--- src/rtl/shared_timer_arbiter.sv ---
// Four requesters share one interval counter; a round-robin arbiter grants it
// for dur+1 cycles, pulsing done on completion, or releases it early on request drop.
module shared_timer_arbiter #(
    parameter int W = 8
) (
    input  logic           clk,
    input  logic           reset,
    input  logic [3:0]     i_req,
    input  logic [4*W-1:0] i_dur,
    output logic [3:0]     o_gnt,
    output logic [3:0]     o_done,
    output logic           o_busy,
    output logic [W-1:0]   o_q
);

    typedef enum logic {
        IDLE  = 1'b0,
        COUNT = 1'b1
    } state_t;

    state_t         r_state;
    state_t         w_next;
    logic [1:0]     r_sel;
    logic [1:0]     r_ptr;
    logic [W-1:0]   r_durL;
    logic [W-1:0]   r_q;
    logic [1:0]     w_pick;
    logic           w_found;
    logic [W-1:0]   w_durSel;
    logic [3:0]     w_selOh;
    logic           w_atEnd;
    logic           w_start;
    logic           w_exit;

    // Search starts just after the last owner so every requester gets a turn.
    always_comb begin
        w_pick  = r_ptr;
        w_found = 1'b0;
        for (int k = 1; k <= 4; k++) begin
            if (!w_found && i_req[r_ptr + 2'(k)]) begin
                w_pick  = r_ptr + 2'(k);
                w_found = 1'b1;
            end
        end
    end

    always_comb begin
        case (w_pick)
            2'd0:    w_durSel = i_dur[W-1:0];
            2'd1:    w_durSel = i_dur[2*W-1:W];
            2'd2:    w_durSel = i_dur[3*W-1:2*W];
            default: w_durSel = i_dur[4*W-1:3*W];
        endcase
    end

    assign w_selOh = 4'b0001 << r_sel;
    assign w_atEnd = (r_q == r_durL);

    always_ff @(posedge clk or posedge reset) begin
        if (reset) begin
            r_state <= IDLE;
        end else begin
            r_state <= w_next;
        end
    end

    // Completion is tested before the abort so a simultaneous drop still gets done.
    always_comb begin
        w_next  = r_state;
        o_gnt   = 4'b0000;
        o_done  = 4'b0000;
        o_busy  = 1'b0;
        o_q     = '0;
        w_start = 1'b0;
        w_exit  = 1'b0;
        case (r_state)
            IDLE: begin
                if (|i_req) begin
                    w_next  = COUNT;
                    w_start = 1'b1;
                end
            end
            COUNT: begin
                o_gnt  = w_selOh;
                o_busy = 1'b1;
                o_q    = r_q;
                if (w_atEnd) begin
                    o_done = w_selOh;
                    w_next = IDLE;
                    w_exit = 1'b1;
                end else if (!i_req[r_sel]) begin
                    w_next = IDLE;
                    w_exit = 1'b1;
                end
            end
            default: begin
                w_next = IDLE;
            end
        endcase
    end

    always_ff @(posedge clk or posedge reset) begin
        if (reset) begin
            r_sel  <= 2'd0;
            r_ptr  <= 2'd3;
            r_durL <= '0;
            r_q    <= '0;
        end else if (w_start) begin
            r_sel  <= w_pick;
            r_durL <= w_durSel;
            r_q    <= '0;
        end else if (w_exit) begin
            r_ptr  <= r_sel;
            r_q    <= '0;
        end else if (r_state == COUNT) begin
            r_q    <= r_q + 1'b1;
        end
    end

endmodule
--- config.mk ---
export PLATFORM = sky130hd
export DESIGN_NAME = shared_timer_arbiter
export DESIGN_NICKNAME = d
export VERILOG_FILES = /design/src/rtl/shared_timer_arbiter.sv
export SDC_FILE = /design/constraint.sdc
export NUM_CORES = 1
export LEC_CHECK = 0
export CELL_PAD_IN_SITES_DETAIL_PLACEMENT = 1
export CELL_PAD_IN_SITES_GLOBAL_PLACEMENT = 2
export CORE_MARGIN = 2
export CORE_UTILIZATION = 28
export CTS_CLUSTER_SIZE = 20
export DETAILED_ROUTE_END_ITERATION = 10
export PLACE_DENSITY_LB_ADDON = 0.1
export SYNTH_ARGS = -nofsm -noshare
export SYNTH_HDL_FRONTEND = slang
export SYNTH_SLANG_ARGS = --single-unit
--- constraint.sdc ---
create_clock -name clk -period 2.9 [get_ports clk]
set_clock_uncertainty 0.1 [all_clocks]
set_input_delay 0.58 -clock clk [delete_from_list [all_inputs] [get_ports clk]]
set_output_delay 0.58 -clock clk [all_outputs]
set_load 0.05 [all_outputs]
## Yosys cells after proc, flatten, opt, wreduce, memory -nomap -nowiden

Cells that the tools add are included.

- Output and inout port bits: 17
- Word-level logic and storage cells: 64
- Flip-flop bits (word level): 21

- Magnitude comparators: 5
- Bitwise operators: 2
- Reduce and logical (&&, ||, !) cells: 10
- Shifts and indexed selects: 1
- Muxes and demuxes: 34
- Equality and inequality tests: 3
- $add $sub $neg: 4

Operators with widths:

| operator | number |
|---|---|
| 2-to-1 mux 8 bit | 4 |
| case mux 8 bit (3 select lines) | 1 |
| 2-to-1 mux 1 bit | 16 |
| < comparator 2 x 3 -> 1 bit (second input constant) | 5 |
| 2-to-1 mux 4 bit | 3 |
| binary-select mux 1 bit (select 2 bit) | 5 |
| adder 8 x 1 -> 8 bit (second input constant) | 1 |
| == test 8 bit | 1 |
| 2-to-1 mux 2 bit | 4 |
| adder 2 bit (second input constant) | 2 |
| OR reduction 4 bit | 1 |
| left shift 1 x 2 -> 4 bit (first input constant) | 1 |
| logical AND 1 bit | 3 |
| zero test 1 bit | 3 |
| nonzero test 3 bit | 1 |
| adder 2 x 1 -> 2 bit (second input constant) | 1 |
| == test 2 x 1 -> 1 bit (second input constant) | 1 |
| == test 2 bit (second input constant) | 1 |
| zero test 2 bit | 1 |
| NOT 1 bit | 2 |
| case mux 1 bit (2 select lines) | 1 |
| AND reduction 2 bit | 1 |

## Logic depth before layout (Yosys ltp)

Gate-level depths: netlist of run 1.

- Word-level depth: 15
- Mapped depth: 7

## Worst setup path before layout of run 1

Ideal clock, no wire load.

- Path type: register to output
- From: reg r_state
- To: out o_done[1]
- Required time: 2220 ps
- Stages on the path, launching flop included: 4
- Arrival time: 2752 ps
- Path slack: -532 ps
- Path buffers: 0
- Cell sequence: dfrtp_1 inv_1 nor3b_1 and3_1

- Longest elaborated chain between the ends: 1

Ends and longest elaborated chain:

| item | RTL line | text |
|---|---|---|
| start: declaration | 21 | `state_t r_state;` |
| start signal: assignment | 63 | `r_state <= w_next;` |
| 2-to-1 mux 4 bit | 76 | `case (r_state)` |
| end: declaration | 11 | `output logic [3:0] o_done,` |

Every way passes these cells.

## Worst setup path after layout of run 1

- From: reg r_state
- To: out o_gnt[1]

- Longest elaborated chain between the ends: 1

Ends and longest elaborated chain:

| item | RTL line | text |
|---|---|---|
| 2-to-1 mux 4 bit | 76 |  |
| end: declaration | 10 | `output logic [3:0] o_gnt,` |

Every way passes these cells.

==> qor.yml, run 1 <==
status: "finished, final reports clean"
dr.pass1.iters: 4
fin_area_mm2: 0.00210
grt_pass1_vias: 1481
pwr-share-seq: 0.298
cp_data_required_time_ns: 2.22
layout.nets: 243
p_per_area_mw_per_mm2: 862
internal_power_uw: 975
clkSinkCount: 21
endpoint_kind: "primary output"
layout.area.seq_um2: 528
synth_area_leaders: "dfrtp_1 33%, mux2i_1 11%, xnor2_1 5.4%"
mappedNetlistArea_mm2: 0.00145
tightestPinTransition_ns: 0.856
grt_usage: 0.156
htreeDepth: 1
r2r_end: "r_durL[0]$_DFFE_PP0P_"
p_clk_frac: 0.108
num_vias: 1342
n_antenna_cell: 0
drtAntennaViolNets: 0
antenna_found_initial: 0
drt_iter0_drc: 61
io_pins: 55
timing.final.crit_share: 0.930
tns_ns: 0
startpoint: "r_state$_DFF_PP0_"
setup_viol: 0
clkTransAtPathRegs_ns: 0.08
p_leak_uw: 0.000902
clock_latency_ns: 0.26
slew-limit-headroom: 0.429
crit_slowest_cell: "clkdlybuf4s50_1"
initial_core_util: 0.288
drc: 0
syn_inst: 149
die-width_um: 76.0
drv_slew: 0
synth_edf_count: 0
synth_seq_cells: 21
cts-root-buf: "clkbuf_8"
grt_overflow: 0
r2r_setup_slack_ns: 0.85
die_h_um: 76.0
async_reset_ff_frac: 1.00
r2r_cells: 6
max_cap_violations: 0
multi_input_area_um2: 866
ir_drop_v: 0.000382
path_max_fanout: 8
fill_cells: 592
mostFrequentLayoutCell: "clkdlybuf4s50_1"
coreArea_mm2: 0.00504
cts_buffer_depth: 2
net-switching-power_uw: 832
worst-path-buf-inv: 2
rsz0062_at_grt: "no"
yosys_warnings: 0
critPathKind: "reg2out"
ctsHoldBuffers: 0
place_hpwl_um: 3500
cpPeakStageDelay_ns: 0.83
swShare: 0.461
place_congestion: 0.744
portBuffers: 54
r2r_start: "r_ptr[0]$_DFFE_PP1P_"
endpoint: "o_gnt[1]"
setup.worst_path.start_class: "flop"
syn-num-nets: 188
hold_viol_final: 0
wire_per_inst_um: 15.8
drive_gt1_frac: 0.123
layout_common_cells: "50 x clkdlybuf4s50_1, 19 x dfrtp_1, 17 x nand2_1"
grt_max_degree: 22
yosysUniqueCellTypes: 43
synth_top_area_share: 0.327
syn_to_final_growth_pct: 44.4
combPwrFrac: 0.594
cp.depth: 3
grt_pass1_wl_um: 7380
place_area_mm2: 0.00205
cp_cell_sequence: "inv_1 > nor3b_2 > clkdlybuf4s50_1"
numCtsBuffers: 3
cts_tree: "built"
cts_setup_buffers: 0
vias_per_cell: 4.92
die_area_mm2: 0.00578
yosysTopAreaCell: "dfrtp_1"
avgSynthCellArea_um2: 9.75
layout_min_cycle_time_ns: 2.70
synth_ff_type: "dfrtp_1"
ctsResizeCount: 0
ys_seq_area_frac: 0.363
place_ws_ns: 0.250
rows: 26
cp_top_family: "buffers and inverters"
fin_ws_ns: 0.203
wirelength_um: 4320
hold_class: "reg2reg"
fmax_mhz: 371
worstPathArrival_ns: 2.02
[per-stage QoR]
stage          hold slack [ns]  instances  utilization  power [µW]
2_1_floorplan            0.376        149            -        1340
3_3_place_gp             0.414        269        0.407        1590
3_5_place_dp             0.406        269        0.407        1630
4_1_cts                  0.429        273        0.416        1840
5_1_grt                  0.454        273        0.416        1960
6_report                 0.423        273        0.416        1810
[registers in the layout (all words and copies together) (netlist names)]
| signal | count |
|---|---|
| r_ptr | 2 |
| r_q | 8 |
| r_state | 1 |
| r_durL | 8 |
| r_sel | 2 |
[metal layers]
metal,track usage,part of all wire,vias to the layer above
li1,-,-,649
met1,0.181,0.43,656
met2,0.296,0.53,35
met3,0.0355,0.037,2
met4,0.0309,0.0028,0
met5,0,0,-
[worst register-to-register path, stage by stage, from the launching register on]
cell      delay, ns
dfstp_2        0.57
nand2b_2       0.15
o21ai_2        0.06
a221oi_2       0.25
buf_4          0.31
mux2i_1        0.29
o221ai_1       0.17
[power groups by stage]
stage / registers (µW) / clock network [µW] / logic, µW
after floorplan: 527 / 0 / 815
after global placement: 545 / 0 / 1050
after detailed placement: 549 / 0 / 1080
after CTS: 543 / 205 / 1090
after global routing: 561 / 216 / 1180
final: 538 / 196 / 1070
[cell type report]
class                   instances  area share
multi-input cells             116       0.413
repair buffers                 57       0.264
flip-flops and latches         21       0.252
well taps                      70      0.0417
clock buffers                   4      0.0215
inverters                       5     0.00894
[worst min-delay path by stage]
stage                                      from                     to  cells after the start
final                     r_durL[6]$_DFFE_PP0P_  r_durL[6]$_DFFE_PP0P_                      2
after detailed placement  r_durL[1]$_DFFE_PP0P_  r_durL[1]$_DFFE_PP0P_                      2
after CTS                 r_durL[6]$_DFFE_PP0P_  r_durL[6]$_DFFE_PP0P_                      2
after global routing      r_durL[6]$_DFFE_PP0P_  r_durL[6]$_DFFE_PP0P_                      2
after global placement    r_durL[1]$_DFFE_PP0P_  r_durL[1]$_DFFE_PP0P_                      2
after floorplan           r_durL[2]$_DFFE_PP0P_  r_durL[2]$_DFFE_PP0P_                      2
[Yosys cell counts, types with 2 or more instances]
master	count
a21o_1	3
a21oi_1	3
and2_1	7
and3_1	7
and4_1	2
buf_2	2
clkbuf_1	3
dfrtp_1	19
dfstp_2	2
inv_1	5
mux2_1	2
mux2i_1	16
nand2_1	17
nand2b_1	3
nand3_1	4
nand4_1	2
nor2_1	4
nor3_1	2
nor3b_1	2
o21ai_0	3
o21ai_1	3
o21ai_2	2
o221ai_1	7
or2_2	2
xnor2_1	9
[kinds of logic (layout without fill, tap and decap cells)]
| family | after synthesis | in the layout | share of synthesized area |
|---|---|---|---|
| DFF | 21 | 21 | 0.363 |
| AOI/OAI and AO/OA | 31 | 31 | 0.177 |
| and+or+nand+nor | 56 | 56 | 0.207 |
| buffers and inverters | 12 | 66 | 0.0491 |
| muxes | 19 | 19 | 0.141 |
| adders and majority gates | 1 | 1 | 0.00861 |
| xor gates and xnor gates | 9 | 9 | 0.0543 |
Note: power is estimated with default switching activity, not from simulation.
==> run 2: changes to the inputs <==
--- a/config.mk
+++ b/config.mk
@@ -11,6 +11,7 @@
 export CORE_UTILIZATION = 28
 export CTS_CLUSTER_SIZE = 20
 export DETAILED_ROUTE_END_ITERATION = 10
+export HOLD_SLACK_MARGIN = 0.03
 export PLACE_DENSITY_LB_ADDON = 0.1
 export SYNTH_ARGS = -nofsm -noshare
 export SYNTH_HDL_FRONTEND = slang
==> results of run 2 <==
Same layout as run 1: the final DEF is identical, and so are final timing and power.
==> run 3: changes to the inputs <==
--- a/config.mk
+++ b/config.mk
@@ -7,10 +7,10 @@
 export LEC_CHECK = 0
 export CELL_PAD_IN_SITES_DETAIL_PLACEMENT = 1
 export CELL_PAD_IN_SITES_GLOBAL_PLACEMENT = 2
-export CORE_MARGIN = 2
 export CORE_UTILIZATION = 28
 export CTS_CLUSTER_SIZE = 20
 export DETAILED_ROUTE_END_ITERATION = 10
+export GPL_TIMING_DRIVEN = 0
 export HOLD_SLACK_MARGIN = 0.03
 export PLACE_DENSITY_LB_ADDON = 0.1
 export SYNTH_ARGS = -nofsm -noshare
==> run 3 against run 2 <==
  * Sequential cell count unchanged
  * Final cell count up 0.37%
  * Fmax down 1.8%
  * Count of clock-buffer cells in the layout unchanged
  * Die area down 5.2%
  * Wire length down 4.9%
  * Sequential share of layout area down 0.51 points
  * Register-to-register slack better by 0.07 ns
  * Largest cell class unchanged
  * Via count up 1.6%
  * First-iteration DRC count down 26%
  * Clock power down 3%
  * Core utilization up 2.6 points
==> qor.yml, run 3 (synthesis results as in run 1) <==
p_leak_uw: 0.000984
holdPathStages: 2
tightestPinTransition_ns: 0.844
cts-root-buf: "clkbuf_8"
cpPeakStageDelay_ns: 0.80
rsz0062_at_grt: "no"
drive_gt1_frac: 0.106
num_vias: 1363
swShare: 0.452
syn_to_final_growth_pct: 47.5
layout.nets: 247
place_congestion: 0.791
grt_max_degree: 22
net-switching-power_uw: 829
final_util: 0.442
hold_class: "reg2reg"
hold_viol_final: 0
ir_drop_v: 0.000423
cts_buffer_depth: 2
r2r_cells: 7
htreeDepth: 1
drc: 0
vias_per_cell: 4.97
worstPathArrival_ns: 2.07
clkSinkCount: 21
grt_pass1_vias: 1460
grt_usage: 0.162
instances_no_fill: 274
numCtsBuffers: 3
clock_latency_ns: 0.26
io_pins: 55
layout_common_cells: "48 x clkdlybuf4s50_1, 19 x dfrtp_1, 17 x nand2_1"
crit_slowest_cell: "clkdlybuf4s50_1"
dr.pass1.iters: 4
cts_setup_buffers: 0
timing.final.crit_share: 0.947
portBuffers: 54
path_max_fanout: 10
slew-limit-headroom: 0.437
min_from: "r_durL[4]$_DFFE_PP0P_"
place_hpwl_um: 3350
grt_pass1_wl_um: 6870
placed_cells: 270
critPathKind: "reg2out"
grt_overflow: 0
mostFrequentLayoutCell: "clkdlybuf4s50_1"
worst-path-buf-inv: 2
endpoint_kind: "primary output"
fmax_mhz: 364
wire_per_inst_um: 15.0
die_h_um: 74.0
p_total_uw: 1830
wirelength_um: 4110
drt_iter0_drc: 45
n_antenna_cell: 0
internal_power_uw: 1000
p_per_area_mw_per_mm2: 856
hold_end: "r_durL[4]$_DFFE_PP0P_"
cp_cell_sequence: "clkbuf_1 > and2_1 > clkdlybuf4s50_1"
layout_min_cycle_time_ns: 2.75
max_cap_violations: 0
r2r_start: "r_ptr[0]$_DFFE_PP1P_"
cts_tree: "built"
pwr-share-seq: 0.293
die-width_um: 74.0
p_clk_frac: 0.104
initial_core_util: 0.300
holdWs_ns: 0.424
clkTransAtPathRegs_ns: 0.08
r2r_end: "r_durL[4]$_DFFE_PP0P_"
antenna_found_initial: 0
setup_viol: 0
cp_top_family: "buffers and inverters"
setup.worst_path.start_class: "flop"
startpoint: "r_state$_DFF_PP0_"
rows: 25
top_regs: "r_durL x8, r_q x8"
combPwrFrac: 0.603
drtAntennaViolNets: 0
status: "finished, final reports clean"
die_area_mm2: 0.00548
cp_data_required_time_ns: 2.22
r2r_setup_slack_ns: 0.92
coreArea_mm2: 0.00485
ctsHoldBuffers: 0
drv_slew: 0
-- run 3: cell count changes in the layout (fill, tap and decap cells not counted), sizes merged --
cell           previous run  this run
buf                       7         4
clkbuf                    4         7
clkdlybuf4s50            50        48
dlygate4sd2               0         2
dlymetal6s2s              0         4
-- run 3: worst max path at each step --
stage / to / slack [ns] / depth (start not counted)
after floorplan: o_done[1] / -0.009 / 3
after global placement: o_done[3] / 0.24 / 4
after detailed placement: r_sel[0]$_DFFE_PP0P_ / 0.18 / 5
after CTS: o_done[0] / 0.02 / 4
after global routing: o_q[3] / 0.02 / 3
final: o_q[0] / 0.15 / 3
-- run 3: metal layers --
metal	wire (µm)	vias up	GRT usage
met3	216	2	0.0271
li1	-	659	-
met4	17	0	0.0321
met2	2080	41	0.289
met1	1800	661	0.206
met5	0	-	0
-- run 3: power by group through the flow --
stage               registers, µW  logic, µW  clock network, µW
detailed placement            546       1120                  0
finish                        537       1100                191
floorplan                     527        815                  0
CTS                           540       1120                200
global route                  560       1210                213
global placement              541       1090                  0
-- run 3: metrics by stage --
step	cell area (µm²)	setup TNS, ns	worst slack (ns)
floorplan	1470	-0.00900	-0.00900
global placement	2090	0	0.243
detailed placement	2090	0	0.179
CTS	2130	0	0.0232
global route	2140	0	0.0238
finish	2140	0	0.153
-- run 3: cell type report --
type	instances	area, µm²
Inverter	5	18.8
Sequential cell	21	528
Fill cell	567	2710
Multi-Input combinational cell	116	866
Timing Repair Buffer	54	548
Tap cell	67	83.8
Buffer	7	52.6
Clock buffer	4	45.0
-- run 3: worst register-to-register path: stages (launching register included) --
cell	delay, ns
dfstp_2	0.56
nand2b_2	0.14
o21ai_2	0.06
a221oi_2	0.28
buf_6	0.20
buf_12	0.15
mux2i_1	0.22
o221ai_1	0.14
-- run 3: what timing repair did --
item                                    in CTS  in global routing
endpoints found under the setup margin       2                  4
resized for setup                            2                  4
gates cloned                                 0                  0
